### src/rtl/mc_control_fsm_pkg.sv
// Shared types and encodings for the multi-cycle RV32I main control FSM.
package mc_pkg;

   // Control FSM states
   typedef enum logic [3:0] {
      S_FETCH    = 4'd0,
      S_DECODE   = 4'd1,
      S_MEMADR   = 4'd2,
      S_MEMREAD  = 4'd3,
      S_MEMWB    = 4'd4,
      S_MEMWRITE = 4'd5,
      S_EXECUTER = 4'd6,
      S_EXECUTEI = 4'd7,
      S_ALUWB    = 4'd8,
      S_BEQ      = 4'd9,
      S_JAL      = 4'd10,
      S_TRAP     = 4'd11
   } state_t;

   // Opcodes (instr[6:0])
   localparam logic [6:0] OP_LW  = 7'b0000011;
   localparam logic [6:0] OP_SW  = 7'b0100011;
   localparam logic [6:0] OP_R   = 7'b0110011;
   localparam logic [6:0] OP_I   = 7'b0010011;
   localparam logic [6:0] OP_BEQ = 7'b1100011;
   localparam logic [6:0] OP_JAL = 7'b1101111;

   // aluOp encodings
   localparam logic [1:0] ALUOP_ADD   = 2'b00;
   localparam logic [1:0] ALUOP_SUB   = 2'b01;
   localparam logic [1:0] ALUOP_FUNCT = 2'b10;

   // aluSrcA encodings
   localparam logic [1:0] SRCA_PC    = 2'b00;
   localparam logic [1:0] SRCA_OLDPC = 2'b01;
   localparam logic [1:0] SRCA_RS1   = 2'b10;

   // aluSrcB encodings
   localparam logic [1:0] SRCB_RS2  = 2'b00;
   localparam logic [1:0] SRCB_IMM  = 2'b01;
   localparam logic [1:0] SRCB_FOUR = 2'b10;

   // resultSrc encodings
   localparam logic [1:0] RES_ALUOUT    = 2'b00;
   localparam logic [1:0] RES_MEMDATA   = 2'b01;
   localparam logic [1:0] RES_ALURESULT = 2'b10;

   // Datapath control bundle produced by the state decode
   typedef struct packed {
      logic [1:0] aluOp;
      logic       branch;
      logic       pcUpdate;
      logic       irWrite;
      logic       regWrite;
      logic       memWrite;
      logic       memRead;
      logic       adrSrc;
      logic [1:0] aluSrcA;
      logic [1:0] aluSrcB;
      logic [1:0] resultSrc;
      logic       selOp;
      logic       trap;
   } ctrl_t;

endpackage

### src/rtl/mc_control_fsm_if.sv
// Control bus between the main FSM and the shared datapath / memory.
//
// Handshake: memRead/memWrite are requests held high every cycle until the
// memory answers; memReady high in a cycle completes the access in that same
// cycle. memReady is only honoured when stall is low, so a memory that raises
// memReady during a stall must raise it again afterwards.
interface mc_control_fsm_if #(
   parameter int CNT_W = 32
);
   logic [6:0]       op;
   logic             memReady;
   logic             stall;
   logic [1:0]       aluOp;
   logic             branch;
   logic             pcUpdate;
   logic             irWrite;
   logic             regWrite;
   logic             memWrite;
   logic             memRead;
   logic             adrSrc;
   logic [1:0]       aluSrcA;
   logic [1:0]       aluSrcB;
   logic [1:0]       resultSrc;
   logic             selOp;
   logic             trap;
   logic [CNT_W-1:0] instrCount;

   // Controller side
   modport master (
      input  op, memReady, stall,
      output aluOp, branch, pcUpdate, irWrite, regWrite, memWrite, memRead,
             adrSrc, aluSrcA, aluSrcB, resultSrc, selOp, trap, instrCount
   );

   // Datapath / memory side
   modport slave (
      output op, memReady, stall,
      input  aluOp, branch, pcUpdate, irWrite, regWrite, memWrite, memRead,
             adrSrc, aluSrcA, aluSrcB, resultSrc, selOp, trap, instrCount
   );
endinterface

### src/rtl/mc_control_fsm_state_decode.sv
// Combinational Moore decode of the control state into the datapath bundle.
module mc_state_decode
   import mc_pkg::*;
(
   input  state_t i_state,
   input  logic   i_mem_ready,
   input  logic   i_stall,
   output ctrl_t  o_ctrl
);

   // State to control-bundle decode; anything not set for a state stays 0
   always_comb begin
      o_ctrl       = '0;
      o_ctrl.selOp = i_stall;
      case (i_state)
         S_FETCH: begin
            o_ctrl.memRead   = 1'b1;
            o_ctrl.adrSrc    = 1'b0;
            o_ctrl.aluSrcA   = SRCA_PC;
            o_ctrl.aluSrcB   = SRCB_FOUR;
            o_ctrl.aluOp     = ALUOP_ADD;
            o_ctrl.resultSrc = RES_ALURESULT;
            // IR load and PC+4 only commit once the fetch has data
            o_ctrl.irWrite   = i_mem_ready;
            o_ctrl.pcUpdate  = i_mem_ready;
         end
         S_DECODE: begin
            o_ctrl.aluSrcA = SRCA_OLDPC;
            o_ctrl.aluSrcB = SRCB_IMM;
            o_ctrl.aluOp   = ALUOP_ADD;
         end
         S_MEMADR: begin
            o_ctrl.aluSrcA = SRCA_RS1;
            o_ctrl.aluSrcB = SRCB_IMM;
            o_ctrl.aluOp   = ALUOP_ADD;
         end
         S_MEMREAD: begin
            o_ctrl.memRead = 1'b1;
            o_ctrl.adrSrc  = 1'b1;
         end
         S_MEMWB: begin
            o_ctrl.resultSrc = RES_MEMDATA;
            o_ctrl.regWrite  = 1'b1;
         end
         S_MEMWRITE: begin
            o_ctrl.memWrite = 1'b1;
            o_ctrl.adrSrc   = 1'b1;
         end
         S_EXECUTER: begin
            o_ctrl.aluSrcA = SRCA_RS1;
            o_ctrl.aluSrcB = SRCB_RS2;
            o_ctrl.aluOp   = ALUOP_FUNCT;
         end
         S_EXECUTEI: begin
            o_ctrl.aluSrcA = SRCA_RS1;
            o_ctrl.aluSrcB = SRCB_IMM;
            o_ctrl.aluOp   = ALUOP_FUNCT;
         end
         S_ALUWB: begin
            o_ctrl.resultSrc = RES_ALUOUT;
            o_ctrl.regWrite  = 1'b1;
         end
         S_BEQ: begin
            o_ctrl.aluSrcA = SRCA_RS1;
            o_ctrl.aluSrcB = SRCB_RS2;
            o_ctrl.aluOp   = ALUOP_SUB;
            o_ctrl.branch  = 1'b1;
         end
         S_JAL: begin
            o_ctrl.aluSrcA   = SRCA_OLDPC;
            o_ctrl.aluSrcB   = SRCB_FOUR;
            o_ctrl.aluOp     = ALUOP_ADD;
            o_ctrl.resultSrc = RES_ALUOUT;
            o_ctrl.pcUpdate  = 1'b1;
         end
         S_TRAP: begin
            o_ctrl.trap = 1'b1;
         end
         default: begin
            o_ctrl.trap = 1'b0;
         end
      endcase
   end

endmodule

### src/rtl/mc_control_fsm.sv
// Main control FSM of the multi-cycle RV32I core: sequencing, wait states,
// stalls, illegal-opcode trap and retired-instruction counting.
module mc_control_fsm
   import mc_pkg::*;
#(
   parameter int CNT_W       = 32,
   parameter bit TRAP_STICKY = 1'b1
)(
   input  logic               clk,
   input  logic               reset,
   mc_control_fsm_if.master   bus,
   output state_t             o_dbg_state
);

   state_t           r_state;
   state_t           w_next_state;
   logic             w_retire;
   logic [CNT_W-1:0] r_instr_count;
   ctrl_t            w_ctrl;

   // Next-state and retirement decision; stall freezes everything
   always_comb begin
      w_next_state = r_state;
      w_retire     = 1'b0;
      if (!bus.stall) begin
         case (r_state)
            S_FETCH: begin
               if (bus.memReady) w_next_state = S_DECODE;
            end
            S_DECODE: begin
               case (bus.op)
                  OP_LW,
                  OP_SW:   w_next_state = S_MEMADR;
                  OP_R:    w_next_state = S_EXECUTER;
                  OP_I:    w_next_state = S_EXECUTEI;
                  OP_BEQ:  w_next_state = S_BEQ;
                  OP_JAL:  w_next_state = S_JAL;
                  default: w_next_state = S_TRAP;
               endcase
            end
            S_MEMADR: begin
               w_next_state = (bus.op == OP_LW) ? S_MEMREAD : S_MEMWRITE;
            end
            S_MEMREAD: begin
               if (bus.memReady) w_next_state = S_MEMWB;
            end
            S_MEMWB: begin
               w_next_state = S_FETCH;
               w_retire     = 1'b1;
            end
            S_MEMWRITE: begin
               if (bus.memReady) begin
                  w_next_state = S_FETCH;
                  w_retire     = 1'b1;
               end
            end
            S_EXECUTER,
            S_EXECUTEI: w_next_state = S_ALUWB;
            S_ALUWB: begin
               w_next_state = S_FETCH;
               w_retire     = 1'b1;
            end
            S_BEQ: begin
               w_next_state = S_FETCH;
               w_retire     = 1'b1;
            end
            // JAL retires later through ALUWB (rd = PC+4)
            S_JAL: w_next_state = S_ALUWB;
            S_TRAP: begin
               if (!TRAP_STICKY) w_next_state = S_FETCH;
            end
            default: w_next_state = S_FETCH;
         endcase
      end
   end

   // State register and wrapping retired-instruction counter
   always_ff @(posedge clk) begin
      if (reset) begin
         r_state       <= S_FETCH;
         r_instr_count <= '0;
      end else begin
         r_state <= w_next_state;
         if (w_retire) r_instr_count <= r_instr_count + {{(CNT_W-1){1'b0}}, 1'b1};
      end
   end

   mc_state_decode u_decode (
      .i_state     (r_state),
      .i_mem_ready (bus.memReady),
      .i_stall     (bus.stall),
      .o_ctrl      (w_ctrl)
   );

   assign bus.aluOp      = w_ctrl.aluOp;
   assign bus.branch     = w_ctrl.branch;
   assign bus.pcUpdate   = w_ctrl.pcUpdate;
   assign bus.irWrite    = w_ctrl.irWrite;
   assign bus.regWrite   = w_ctrl.regWrite;
   assign bus.memWrite   = w_ctrl.memWrite;
   assign bus.memRead    = w_ctrl.memRead;
   assign bus.adrSrc     = w_ctrl.adrSrc;
   assign bus.aluSrcA    = w_ctrl.aluSrcA;
   assign bus.aluSrcB    = w_ctrl.aluSrcB;
   assign bus.resultSrc  = w_ctrl.resultSrc;
   assign bus.selOp      = w_ctrl.selOp;
   assign bus.trap       = w_ctrl.trap;
   assign bus.instrCount = r_instr_count;
   assign o_dbg_state    = r_state;

endmodule

### src/flat_wrapper.sv
// flat-port wrapper written by rule: the top's interface ports become plain ports
module mc_control_fsm_flat import mc_pkg::*;
#(
   parameter int CNT_W       = 32,
   parameter bit TRAP_STICKY = 1'b1
)
  (clk, reset, o_dbg_state, bus_op, bus_memReady, bus_stall, bus_aluOp, bus_branch, bus_pcUpdate, bus_irWrite, bus_regWrite, bus_memWrite, bus_memRead, bus_adrSrc, bus_aluSrcA, bus_aluSrcB, bus_resultSrc, bus_selOp, bus_trap, bus_instrCount);
  mc_control_fsm_if #(.CNT_W(CNT_W)) bus_i ();
  input  logic clk;
  input  logic reset;
  output state_t o_dbg_state;
  input wire logic [$bits(bus_i.op)-1:0] bus_op;
  input wire logic [$bits(bus_i.memReady)-1:0] bus_memReady;
  input wire logic [$bits(bus_i.stall)-1:0] bus_stall;
  output wire logic [$bits(bus_i.aluOp)-1:0] bus_aluOp;
  output wire logic [$bits(bus_i.branch)-1:0] bus_branch;
  output wire logic [$bits(bus_i.pcUpdate)-1:0] bus_pcUpdate;
  output wire logic [$bits(bus_i.irWrite)-1:0] bus_irWrite;
  output wire logic [$bits(bus_i.regWrite)-1:0] bus_regWrite;
  output wire logic [$bits(bus_i.memWrite)-1:0] bus_memWrite;
  output wire logic [$bits(bus_i.memRead)-1:0] bus_memRead;
  output wire logic [$bits(bus_i.adrSrc)-1:0] bus_adrSrc;
  output wire logic [$bits(bus_i.aluSrcA)-1:0] bus_aluSrcA;
  output wire logic [$bits(bus_i.aluSrcB)-1:0] bus_aluSrcB;
  output wire logic [$bits(bus_i.resultSrc)-1:0] bus_resultSrc;
  output wire logic [$bits(bus_i.selOp)-1:0] bus_selOp;
  output wire logic [$bits(bus_i.trap)-1:0] bus_trap;
  output wire logic [$bits(bus_i.instrCount)-1:0] bus_instrCount;
  assign bus_i.op = bus_op;
  assign bus_i.memReady = bus_memReady;
  assign bus_i.stall = bus_stall;
  assign bus_aluOp = bus_i.aluOp;
  assign bus_branch = bus_i.branch;
  assign bus_pcUpdate = bus_i.pcUpdate;
  assign bus_irWrite = bus_i.irWrite;
  assign bus_regWrite = bus_i.regWrite;
  assign bus_memWrite = bus_i.memWrite;
  assign bus_memRead = bus_i.memRead;
  assign bus_adrSrc = bus_i.adrSrc;
  assign bus_aluSrcA = bus_i.aluSrcA;
  assign bus_aluSrcB = bus_i.aluSrcB;
  assign bus_resultSrc = bus_i.resultSrc;
  assign bus_selOp = bus_i.selOp;
  assign bus_trap = bus_i.trap;
  assign bus_instrCount = bus_i.instrCount;
  mc_control_fsm #(.CNT_W(CNT_W), .TRAP_STICKY(TRAP_STICKY)) u_core (.clk(clk), .reset(reset), .bus(bus_i), .o_dbg_state(o_dbg_state));
endmodule
### config.mk
export PLATFORM = sky130hd
export DESIGN_NAME = mc_control_fsm_flat
export DESIGN_NICKNAME = d
export VERILOG_FILES = /design/src/rtl/mc_control_fsm_pkg.sv /design/src/rtl/mc_control_fsm_if.sv /design/src/rtl/mc_control_fsm_state_decode.sv /design/src/rtl/mc_control_fsm.sv /design/src/flat_wrapper.sv
export SDC_FILE = /design/constraint.sdc
export NUM_CORES = 1
export LEC_CHECK = 0
export BUFFER_PORTS_ARGS = -buffer_cell sky130_fd_sc_hd__buf_4
export CORE_MARGIN = 2
export CORE_UTILIZATION = 49
export DETAILED_ROUTE_END_ITERATION = 16
export GPL_TIMING_DRIVEN = 0
export HOLD_SLACK_MARGIN = 0.08
export PLACE_DENSITY = 0.83
export RECOVER_POWER = 25
export SLEW_MARGIN = 15
export SYNTH_ARGS = -nofsm -noshare
export SYNTH_HDL_FRONTEND = slang
export SYNTH_SLANG_ARGS = --single-unit
export TNS_END_PERCENT = 50
### constraint.sdc
create_clock -name clk -period 2.52 [get_ports clk]
set_input_delay 0.126 -clock clk [delete_from_list [all_inputs] [get_ports clk]]
set_output_delay 0.126 -clock clk [all_outputs]
set_load 0.02 [all_outputs]
[Yosys cells after proc, flatten, opt, wreduce, memory -nomap -nowiden]
Cells that the tools add are included.
Cells by class
  add/sub/neg operators: 1
  multipliers: 0
  div/mod/pow operators: 0
  order comparisons: 0
  eq/ne operators: 20
  shift operators: 0
  muxes and demuxes: 20
  bitwise gates (word level): 2
  reductions and logical operators: 11
Operator list (number)
  4-bit case mux with 5 select lines: 2
  32-bit by 1-bit adder with 32-bit output, second input constant: 1
  4-bit case mux with 7 select lines: 1
  4-bit by 3-bit equality test with 1-bit output, second input constant: 4
  4-bit equality test, second input constant: 4
  7-bit by 6-bit equality test with 1-bit output, second input constant: 2
  7-bit equality test, second input constant: 2
  2-bit OR reduction: 7
  4-bit two-way mux: 3
  1-bit two-way mux: 9
  4-bit by 2-bit equality test with 1-bit output, second input constant: 2
  2-bit case mux with 2 select lines: 2
  7-bit by 2-bit equality test with 1-bit output, second input constant: 1
  7-bit by 5-bit equality test with 1-bit output, second input constant: 1
  2-bit inequality test, second input constant: 3
  3-bit OR reduction: 2
  5-bit AND reduction: 1
  4-bit by 1-bit equality test with 1-bit output, second input constant: 1
  4-bit zero test: 1
  1-bit case mux with 2 select lines: 2
  3-bit two-way mux: 1
  1-bit inverter: 2
Storage, ports and cells
  register bits after elaboration: 36
  latch bits: 0
  bits in writable memories: 0
  ROM bits: 0
  bits of input ports: 11
  output and inout port bits: 53
  word-level logic and storage cells: 56
  memories: 0

[Longest topological paths before layout]
Gate-level depths: netlist of run 1.
  word-level depth: 4
  gate-level depth with buffers: 7
  depth with buffers taken out: 6

[Modules after synthesis]
A second synthesis of run 1 with hierarchy kept.
Unflattened totals
  cells, all modules: 268
  area, all modules: 2200.9 µm²
Modules (own cells, without submodules)
  mc_control_fsm: instances 1, cells an instance 234, area each 1948.1 µm², seq. area each 720.7 µm²
  mc_state_decode: instances 1, cells an instance 34, area each 252.7 µm², seq. area each 0.0 µm²

[Least setup slack after synthesis of run 1]
Ideal clock, no wire load.
  kind: reg2out
  from: reg u_core.r_state[3] (netlist: u_core.o_dbg_state[3])
  to: out bus_irWrite
  arrival: 1892 ps
  required time: 2394 ps
  setup slack: 502 ps
  stages on the path, launching flop included: 5
  buffers on the path: 2
  cells stage by stage: dfxtp_1 -> clkbuf_1 -> clkbuf_1 -> nor4_1 -> and2_1
On the way
  longest elaborated chain between the ends: 2
Ends and longest elaborated chain
  start: declaration: line mc_control_fsm.sv:15  | state_t r_state;
  start signal: assignment: line mc_control_fsm.sv:83  | r_state <= w_next_state;
  4-bit zero test: line mc_control_fsm_state_decode.sv:15  | case (i_state)
  1-bit two-way mux: line mc_control_fsm_state_decode.sv:15
  end: declaration: line flat_wrapper.sv:18  | output wire logic [$bits(bus_i.irWrite)-1:0] bus_irWrite;
No other way between the ends.

[Worst setup path in the final report of run 1]
  from: reg u_core.r_instr_count[0] (netlist: u_core.bus.instrCount[0])
  to: reg u_core.r_instr_count[26] (netlist: u_core.bus.instrCount[26])
On the way
  longest elaborated chain between the ends: 1
Ends and longest elaborated chain
  start: declaration: line mc_control_fsm.sv:18  | logic [CNT_W-1:0] r_instr_count;
  start signal: assignment: line mc_control_fsm.sv:84  | if (w_retire) r_instr_count <= r_instr_count + {{(CNT_W-1){1'b0}}, 1'b1};
  32-bit by 1-bit adder with 32-bit output: line mc_control_fsm.sv:84
No other way between the ends.
A chain may end at the register's enable or synchronous reset.

==> results.json, run 1 <==
{
  "slew_headroom_pct": 58.4,
  "cts_tree": "built",
  "clock_latency_ps": 290,
  "crit_type": "reg2reg",
  "crit_fanout": 6,
  "cp-startpoint": "u_core.bus.instrCount[0]",
  "outcome": "finished clean",
  "synthCells": 266,
  "dieArea_um2": 4870,
  "slowest_delay_ps": 470,
  "n_antenna_cell": 0,
  "reg2regPathDepth": 6,
  "via_per_inst": 5.70,
  "arrival_ps": 2260,
  "internal_power_mw": 0.874,
  "regToRegSetupSlack_ps": 490,
  "syn_avg_cell_area_um2": 7.97,
  "num_io_pins": 64,
  "start_kind": "register",
  "hp-class": "in2reg",
  "critical-path-slowest-cell": "nor4_4",
  "worstMarginPinSlew_ps": 619,
  "rsz0062_at_grt": "no",
  "grt_pass1_wl_um": 9100,
  "synth_seq_cells": 36,
  "yosysSeqAreaShare_pct": 34.0,
  "path_cells": "ha_1, nand3_1, nor4_4, nand3_1, or3_1, a21oi_1",
  "skew_ps": 3.88,
  "worst_setup_path_end_kind": "register",
  "synth_edf_count": 0,
  "cpLargestDelayFamily": "simple AND/OR/NAND/NOR gates",
  "swShare_pct": 27.8,
  "synth-adder-area-share_pct": 0.590,
  "cts_root_buf": "clkbuf_8",
  "crit_end": "u_core.bus.instrCount[26]",
  "grt_max_degree": 11,
  "multi_input_area_um2": 1300,
  "die_h_um": 69.8,
  "synth_nets": 278,
  "dp_hpwl_um": 3990,
  "htreeDepth": 2,
  "start_util_pct": 51.9,
  "r2r_end": "u_core.bus.instrCount[26]",
  "fin_util_pct": 65.2,
  "finalSetupViolations": 0,
  "dr.pass1.iters": 4,
  "synth_top_area_cell": "dfxtp_1",
  "mostFrequentLayoutCell": "buf_4",
  "yosys_warnings": 0,
  "synthMuxAreaShare_pct": 0,
  "postCtsHoldBufs": 0,
  "drt_iter0_drc": 151,
  "hold_viol_final": 0,
  "placed_area_um2": 2660,
  "final_cell_mix": "buf_4, nor2_1, dfxtp_1",
  "cts_sinks": 36,
  "cpMostUsedCell": "nand3_1",
  "clockPowerShare_pct": 35.1,
  "hold_depth": 3,
  "grt.total_usage_pct": 22.8,
  "wl_per_cell_um": 14.2,
  "synth_xor_area_share_pct": 11.6,
  "grt_overflow": 0,
  "switchingPower_mw": 0.336,
  "maxCapViolCount": 0,
  "r2r-start": "u_core.bus.instrCount[0]",
  "port_buffers": 63,
  "fp-row-count": 23,
  "min_period_ps": 2030,
  "combPwrFrac_pct": 17.2,
  "area_growth_pct": 25.6,
  "num-fill-cells": 375,
  "clk_pin_slew_ps": 70,
  "route.detailed.drc": 0,
  "holdWs_ps": 181,
  "fin_area_um2": 2660,
  "synth-async-reset-ratio_pct": 0,
  "synth_top_family_by_area": "simple AND/OR/NAND/NOR gates",
  "core_um2": 4090,
  "seq_power_share_pct": 47.7,
  "cts-resized-gates": 0,
  "period_share_pct": 80.6,
  "routed_wl_um": 5480,
  "synth_flop_cell": "dfxtp_1",
  "worstPathRequired_ps": 2750,
  "cp.depth": 6,
  "clockBufferDepth": 2,
  "antenna_found_initial": 0,
  "synth_compound_area_share_pct": 10.4,
  "die_x_um": 69.8,
  "synthesis.area_um2": 2120,
  "yosys-top-cells-area": "dfxtp_1, xor2_1, nor2_1",
  "leakagePower_nw": 1.08,
  "grt_pass1_vias": 1957,
  "synth_cell_types": 44,
  "post_cts_buffers": 0,
  "fmaxAchievable_mhz": 492,
  "yosys.area_share.simple_pct": 38.7,
  "powerDensity_nw_per_um2": 454,
  "yosysTopAreaCellShare_pct": 34.0,
  "nets": 348,
  "cts_buffers": 5,
  "place.gp.congestion": 0.910,
  "p_total_mw": 1.21,
  "report.final.slew_viol_count": 0,
  "irDropWorstVdd_mv": 0.394,
  "drtAntennaViolNets": 0,
  "drive_gt1_share_pct": 19.0,
  "critical_path_buf_inv_count": 0,
  "fin_setup_tns_ps": 0,
  "num_vias": 2205,
  "register_area_um2": 721
}
-- registers in the layout, indices dropped and copies added, names as in the netlist --
| register | flops |
|---|---|
| u_core.o_dbg_state | 4 |
| u_core.bus.instrCount | 32 |
-- Yosys cell counts (3+ instances only) --
library cell,n
clkbuf_1,10
nor3_1,8
xor2_1,27
nand4_1,20
nor4_1,3
o21ai_1,4
and4_1,5
nand2_1,15
and3_1,10
dfxtp_1,36
nand2b_1,4
a21oi_1,13
and2_1,4
buf_2,6
inv_1,3
nor2_1,40
or3_1,7
o21ai_0,5
nand3_1,16
-- tightest hold or removal path, cell delays in order --
cell      delay (ps)
buf_4            130
inv_1             80
a311oi_1          90
-- layout make-up --
cell class              count  share of cell area (%)
plain buffers              19                    3.24
clock buffers               8                    3.38
flip-flops and latches     36                    27.1
inverters                   4                   0.564
multi-input cells         207                    48.8
well taps                  50                    2.35
repair buffers             63                    14.7
-- how the worst min path moves through the flow --
stage                                   start  slack, ps                         to
floorplan                           bus_stall        300      u_core.o_dbg_state[3]
global placement    u_core.bus.instrCount[31]        470  u_core.bus.instrCount[31]
detailed placement                  bus_stall        480      u_core.o_dbg_state[3]
CTS                                 bus_stall        160      u_core.o_dbg_state[3]
global route                        bus_stall        180      u_core.o_dbg_state[3]
finish                              bus_stall        180      u_core.o_dbg_state[3]
-- routing by layer --
layer / vias to the layer above / wire [um] / share of wire (%) / track usage, %
met2: 74 / 2540 / 46 / 35.9
li1: 1094 / - / - / -
met1: 1028 / 2470 / 45 / 30.2
met4: 0 / 93 / 1.7 / 7.05
met3: 9 / 384 / 7.0 / 6.25
met5: - / 0 / 0 / 0
-- through the flow --
stage                     setup WS [ps]  instances
after floorplan                     502        266
after global placement              574        379
after detailed placement            535        379
after CTS                           501        387
after global routing                299        387
final                               490        387
-- power by group through the flow --
stage,Combinational (mW),Sequential [mW],Clock [mW]
after floorplan,0.125,0.595,0
after global placement,0.209,0.590,0
after detailed placement,0.212,0.590,0
after CTS,0.212,0.577,0.432
after global routing,0.225,0.577,0.461
final,0.208,0.577,0.425
-- kinds of logic after synthesis --
kind of cell | count (synthesis)
AND/OR/NAND/NOR | 144
flip-flops | 36
AO/OA/AOI/OAI | 34
XOR/XNOR | 28
buffers and inverters | 23
adder cells (fa/ha/maj) | 1
(Power assumes the default switching activity.)
==> run 2, diff against run 1 <==
==> constraint.sdc (replaced) <==
create_clock -name clk -period 2.1 [get_ports clk]
set_input_delay 0.105 -clock clk [delete_from_list [all_inputs] [get_ports clk]]
set_output_delay 0.105 -clock clk [all_outputs]
set_load 0.02 [all_outputs]
==> run 2 against run 1 <==
Sequential cell count unchanged. First-iteration DRC count unchanged. Combinational power increased by 20%. Critical path depth rose by 1. Final area about the same. Sequential share of layout area about the same. Sequential power up 20%. Wire length up 0.37%. Utilization about the same. Global-route usage unchanged. Non-clock buffer count did not move. Total power is 20% higher. Largest power group unchanged. Highest routed layer unchanged.
==> results.json, run 2 (same netlist as run 1, synthesis figures left out) <==
{
  "fp-row-count": 23,
  "start_kind": "register",
  "die_h_um": 69.8,
  "cts_sinks": 36,
  "slew_headroom_pct": 58.9,
  "critical_path_buf_inv_count": 2,
  "grt_pass1_wl_um": 9100,
  "drtAntennaViolNets": 0,
  "skew_ps": 4.08,
  "core_um2": 4090,
  "clk_pin_slew_ps": 70,
  "crit_fanout": 10,
  "mostFrequentLayoutCell": "buf_4",
  "report.final.slew_viol_count": 0,
  "num_io_pins": 64,
  "antenna_found_initial": 0,
  "grt.total_usage_pct": 22.8,
  "num_vias": 2202,
  "period_share_pct": 92.8,
  "start_util_pct": 51.9,
  "worstPathRequired_ps": 2270,
  "leakagePower_nw": 1.08,
  "placed_area_um2": 2660,
  "via_per_inst": 5.69,
  "dieArea_um2": 4870,
  "drt_iter0_drc": 151,
  "n_antenna_cell": 0,
  "maxCapViolCount": 0,
  "cpLargestDelayFamily": "buffers and inverters",
  "grt_pass1_vias": 1957,
  "cts_tree": "built",
  "largest_reg_flops": 32,
  "powerDensity_nw_per_um2": 546,
  "htreeDepth": 2,
  "final_cell_mix": "buf_4, nor2_1, dfxtp_1",
  "fin_area_um2": 2670,
  "port_buffers": 63,
  "min_period_ps": 1950,
  "worst_setup_path_end_kind": "register",
  "arrival_ps": 2120,
  "internal_power_mw": 1.05,
  "postCtsHoldBufs": 0,
  "clock_latency_ps": 290,
  "grt_overflow": 0,
  "dr.pass1.iters": 4,
  "routed_wl_um": 5500,
  "route.detailed.drc": 0,
  "swShare_pct": 27.9,
  "grt_max_degree": 11,
  "clockPowerShare_pct": 35.2,
  "clockBufferDepth": 2,
  "worstMarginPinSlew_ps": 612,
  "cts-resized-gates": 0,
  "path_cells": "clkbuf_1, nand2b_1, o21ai_4, buf_2, nand4_1, xor2_1, nor2_1",
  "place.gp.congestion": 0.910,
  "dp_hpwl_um": 3990,
  "finalSetupViolations": 0,
  "p_total_mw": 1.45,
  "num-fill-cells": 374,
  "drive_gt1_share_pct": 19.3,
  "irDropWorstVdd_mv": 0.474,
  "wl_per_cell_um": 14.2,
  "combPwrFrac_pct": 17.2,
  "fin_util_pct": 65.2,
  "fmaxAchievable_mhz": 513,
  "switchingPower_mw": 0.405,
  "rsz0062_at_grt": "no",
  "fin_setup_tns_ps": 0,
  "hp-class": "in2reg",
  "die_x_um": 69.8,
  "crit_type": "reg2reg",
  "nets": 348,
  "outcome": "finished clean",
  "post_cts_buffers": 0,
  "cts_buffers": 5,
  "slowest_delay_ps": 350,
  "seq_power_share_pct": 47.6,
  "area_growth_pct": 25.7,
  "cts_root_buf": "clkbuf_8",
  "critical-path-slowest-cell": "o21ai_4",
  "hold_viol_final": 0
}
## run 2: tightest hold or removal path, delay by kind of cell
| family | cells | cell delay, ps |
|---|---|---|
| AOI/OAI and AO/OA | 1 | 90 |
| buffers and inverters | 2 | 210 |
## run 2: layout make-up
type | count | area, um^2 | area share, %
multi-input combinational | 207 | 1300 | 48.7
timing repair buffer | 63 | 390 | 14.6
buffer | 19 | 87.6 | 3.29
tap | 50 | 62.6 | 2.35
clock buffer | 8 | 90.1 | 3.38
sequential | 36 | 721 | 27.0
inverter | 4 | 15.0 | 0.563
## run 2: path summary, 6_finish.rpt
path,start,cells after the start,slack (ps),endpoint
min,bus_stall,3,160,u_core.o_dbg_state[3]
max,u_core.o_dbg_state[3],7,150,u_core.bus.instrCount[25]
min reg2reg,u_core.bus.instrCount[31],2,490,u_core.bus.instrCount[31]
max reg2reg,u_core.o_dbg_state[3],7,150,u_core.bus.instrCount[25]
## run 2: through the flow
step / hold slack, ps / instances / worst slack (ps)
finish: 155 / 387 / 152
global route: 156 / 387 / 19.8
CTS: 143 / 387 / 81.1
detailed placement: 457 / 379 / 115
global placement: 458 / 379 / 154
floorplan: 279 / 266 / 103
## run 2: power by group through the flow
stage               combinational, mW  clock [mW]  sequential [mW]
floorplan                       0.149           0            0.713
global placement                0.250           0            0.708
detailed placement              0.254           0            0.708
CTS                             0.254       0.519            0.693
global route                    0.270       0.553            0.693
finish                          0.250       0.512            0.693
## run 2: layer usage
layer | up-vias | wire length, um | GRT usage [%]
met5 | - | 0 | 0
met4 | 0 | 93 | 7.05
met3 | 9 | 418 | 6.25
met2 | 81 | 2540 | 35.9
met1 | 1020 | 2440 | 30.2
li1 | 1092 | - | -
==> run 3, diff against run 2 <==
--- a/config.mk
+++ b/config.mk
@@ -11,10 +11,10 @@
 export DETAILED_ROUTE_END_ITERATION = 16
 export GPL_TIMING_DRIVEN = 0
 export HOLD_SLACK_MARGIN = 0.08
-export PLACE_DENSITY = 0.83
-export RECOVER_POWER = 25
+export PLACE_DENSITY = 0.82
 export SLEW_MARGIN = 15
 export SYNTH_ARGS = -nofsm -noshare
 export SYNTH_HDL_FRONTEND = slang
+export SYNTH_HIERARCHICAL = 1
 export SYNTH_SLANG_ARGS = --single-unit
 export TNS_END_PERCENT = 50
==> run 3 against run 2 <==
Register-to-register slack worse by 30 ps. Die area rose by 3.6%. Global-route usage rose by 0.12 points. Total power increased by 11%. First-iteration DRC count rose by 26%. Via count is 2.1% higher. Count of clock-buffer cells in the layout decreased by 3. Final area grew 7.8%. Critical path type unchanged.
==> results.json, run 3 <==
{
  "finalSetupViolations": 0,
  "worstPathRequired_ps": 2330,
  "powerDensity_nw_per_um2": 564,
  "switchingPower_mw": 0.458,
  "via_per_inst": 5.74,
  "grt.total_usage_pct": 22.9,
  "crit_type": "reg2reg",
  "synth_commonest_cells": "dfxtp_1, nor2_1, xor2_1",
  "maxCapViolCount": 0,
  "final_cell_mix": "buf_4, nor2_1, dfxtp_1",
  "largest_reg_flops": 32,
  "seq_power_share_pct": 43.3,
  "worstMarginPinSlew_ps": 513,
  "slew_headroom_pct": 65.8,
  "start_util_pct": 50.5,
  "yosys-top-cells-area": "dfxtp_1, xor2_1, nor2_1",
  "route.detailed.drc": 0,
  "dp_hpwl_um": 3830,
  "period_share_pct": 94.3,
  "dpl.cell_count": 381,
  "arrival_ps": 2210,
  "dieArea_um2": 5040,
  "cts_buffers": 5,
  "num_io_pins": 64,
  "worst_setup_path_end_kind": "register",
  "cts_root_buf": "clkbuf_8",
  "yosysSeqAreaShare_pct": 32.7,
  "routed_wl_um": 5600,
  "dp_slack_ps": -118,
  "drtAntennaViolNets": 0,
  "synth_flop_cell": "dfxtp_1",
  "swShare_pct": 28.2,
  "mostFrequentLayoutCell": "buf_4",
  "synth_nets": 280,
  "yosysTopAreaCellShare_pct": 32.7,
  "fmaxAchievable_mhz": 505,
  "hp-class": "in2reg",
  "cts_sinks": 36,
  "n_antenna_cell": 0,
  "holdWs_ps": 99.7,
  "nets": 351,
  "clk_pin_slew_ps": 80,
  "clock_latency_ps": 300,
  "htreeDepth": 2,
  "wl_per_cell_um": 14.3,
  "p_total_mw": 1.62,
  "irDropWorstVdd_mv": 0.492,
  "dr.pass1.iters": 4,
  "fin_ws_ps": 120,
  "combPwrFrac_pct": 17.9,
  "synthCells": 268,
  "cts_tree": "built",
  "port_buffers": 61,
  "yosys_warnings": 6,
  "report.final.slew_viol_count": 0,
  "area_growth_pct": 30.6,
  "drive_gt1_share_pct": 30.3,
  "outcome": "finished clean",
  "fin_util_pct": 66.0,
  "die_x_um": 71.0,
  "grt_max_degree": 13,
  "num-fill-cells": 379,
  "synth_edf_count": 0,
  "synth-async-reset-ratio_pct": 0,
  "internal_power_mw": 1.16,
  "num_vias": 2249,
  "leakagePower_nw": 1.19,
  "grt_overflow": 0,
  "instances_no_fill": 392,
  "synthesis.area_um2": 2200,
  "start_kind": "register",
  "antenna_found_initial": 0,
  "place.gp.congestion": 0.862,
  "clockPowerShare_pct": 38.8,
  "die_h_um": 71.0,
  "synth_cell_types": 55,
  "core_um2": 4350,
  "hold_viol_final": 0,
  "grt_pass1_vias": 2084,
  "syn_avg_cell_area_um2": 8.21,
  "min_period_ps": 1980,
  "synth_top_area_cell": "dfxtp_1",
  "synth.most_common_cell": "dfxtp_1",
  "synth_seq_cells": 36,
  "regToRegSetupSlack_ps": 120,
  "crit_fanout": 9,
  "grt_pass1_wl_um": 9470,
  "rsz0062_at_grt": "no",
  "drt_iter0_drc": 191,
  "skew_ps": 5.91,
  "clockBufferDepth": 2,
  "fp-row-count": 24
}
run 3: changes by cell type after synthesis, moves of 4 or more:
cell | before | now
and3_1 | 10 | 6
o31ai_1 | 1 | 7
inv_1 | 3 | 9
nand4_1 | 20 | 16
nor2_1 | 40 | 32
or3_1 | 7 | 2
buf_2 | 6 | 2
or4_1 | 0 | 9
run 3: routing by layer:
layer / track usage, % / vias up / part of all wire [%] / wire length, um
li1: - / 1117 / - / -
met1: 28.6 / 1036 / 44 / 2450
met2: 39.9 / 88 / 49 / 2720
met3: 4.42 / 8 / 6.7 / 375
met4: 6.92 / 0 / 1.0 / 56
met5: 0 / - / 0 / 0
run 3: cells by family (layout without fill, tap and decap cells):
family / Yosys count / in the layout / share of synthesized area (%)
xor gates and xnor gates: 26 / 26 / 10.3
adders and majority gates: 1 / 1 / 0.568
and+or+nand+nor: 133 / 133 / 36.6
DFF: 36 / 36 / 32.7
buffers and inverters: 29 / 101 / 6.88
AOI/OAI and AO/OA: 43 / 43 / 12.9
run 3: area by class of cell:
cell class | instances | area, um^2 | area share (%)
Multi-Input combinational cell | 203 | 1340 | 46.5
Clock inverter | 3 | 42.5 | 1.48
Timing Repair Buffer | 64 | 483 | 16.8
Sequential cell | 36 | 727 | 25.3
Buffer | 20 | 119 | 4.14
Clock buffer | 5 | 68.8 | 2.39
Tap cell | 52 | 65.1 | 2.26
Inverter | 9 | 33.8 | 1.18
run 3: critical path: stages, from the launching register on:
cell and delay, ps:
dfxtp_1 430, clkbuf_1 290, and2b_2 210, a21o_2 180, nand3_1 200, or3_2 460, a21oi_1 140
run 3: metrics by stage:
stage	cell area (um^2)	setup TNS [ps]
after floorplan	2200	0
after global placement	2720	-231
after detailed placement	2720	-543
after CTS	2860	0
after global routing	2870	0
final	2870	0
run 3: what timing repair did:
action | in CTS | in global routing
setup endpoints to repair | 7 | 25
resized for setup | 0 | 14
hold buffers | 1 | 0
endpoints found under the hold margin | 4 | 0
pin swaps | 1 | 0
buffers inserted | 2 | 0
run 3: power groups by stage:
stage               Combinational [mW]  Sequential [mW]  Clock, mW
floorplan                        0.178            0.722          0
global placement                 0.279            0.717          0
detailed placement               0.284            0.718          0
CTS                              0.287            0.701      0.640
global route                     0.316            0.704      0.671
finish                           0.290            0.702      0.630
run 3: path summary, 6_finish.rpt:
check | from | end | cells after the start
setup / recovery | u_core/o_dbg_state[3] | u_core/bus.instrCount[12] | 6
hold / removal | bus_op[4] | u_core/o_dbg_state[2] | 3
setup reg to reg | u_core/o_dbg_state[3] | u_core/bus.instrCount[12] | 6
hold reg to reg | u_core/bus.instrCount[31] | u_core/bus.instrCount[31] | 2
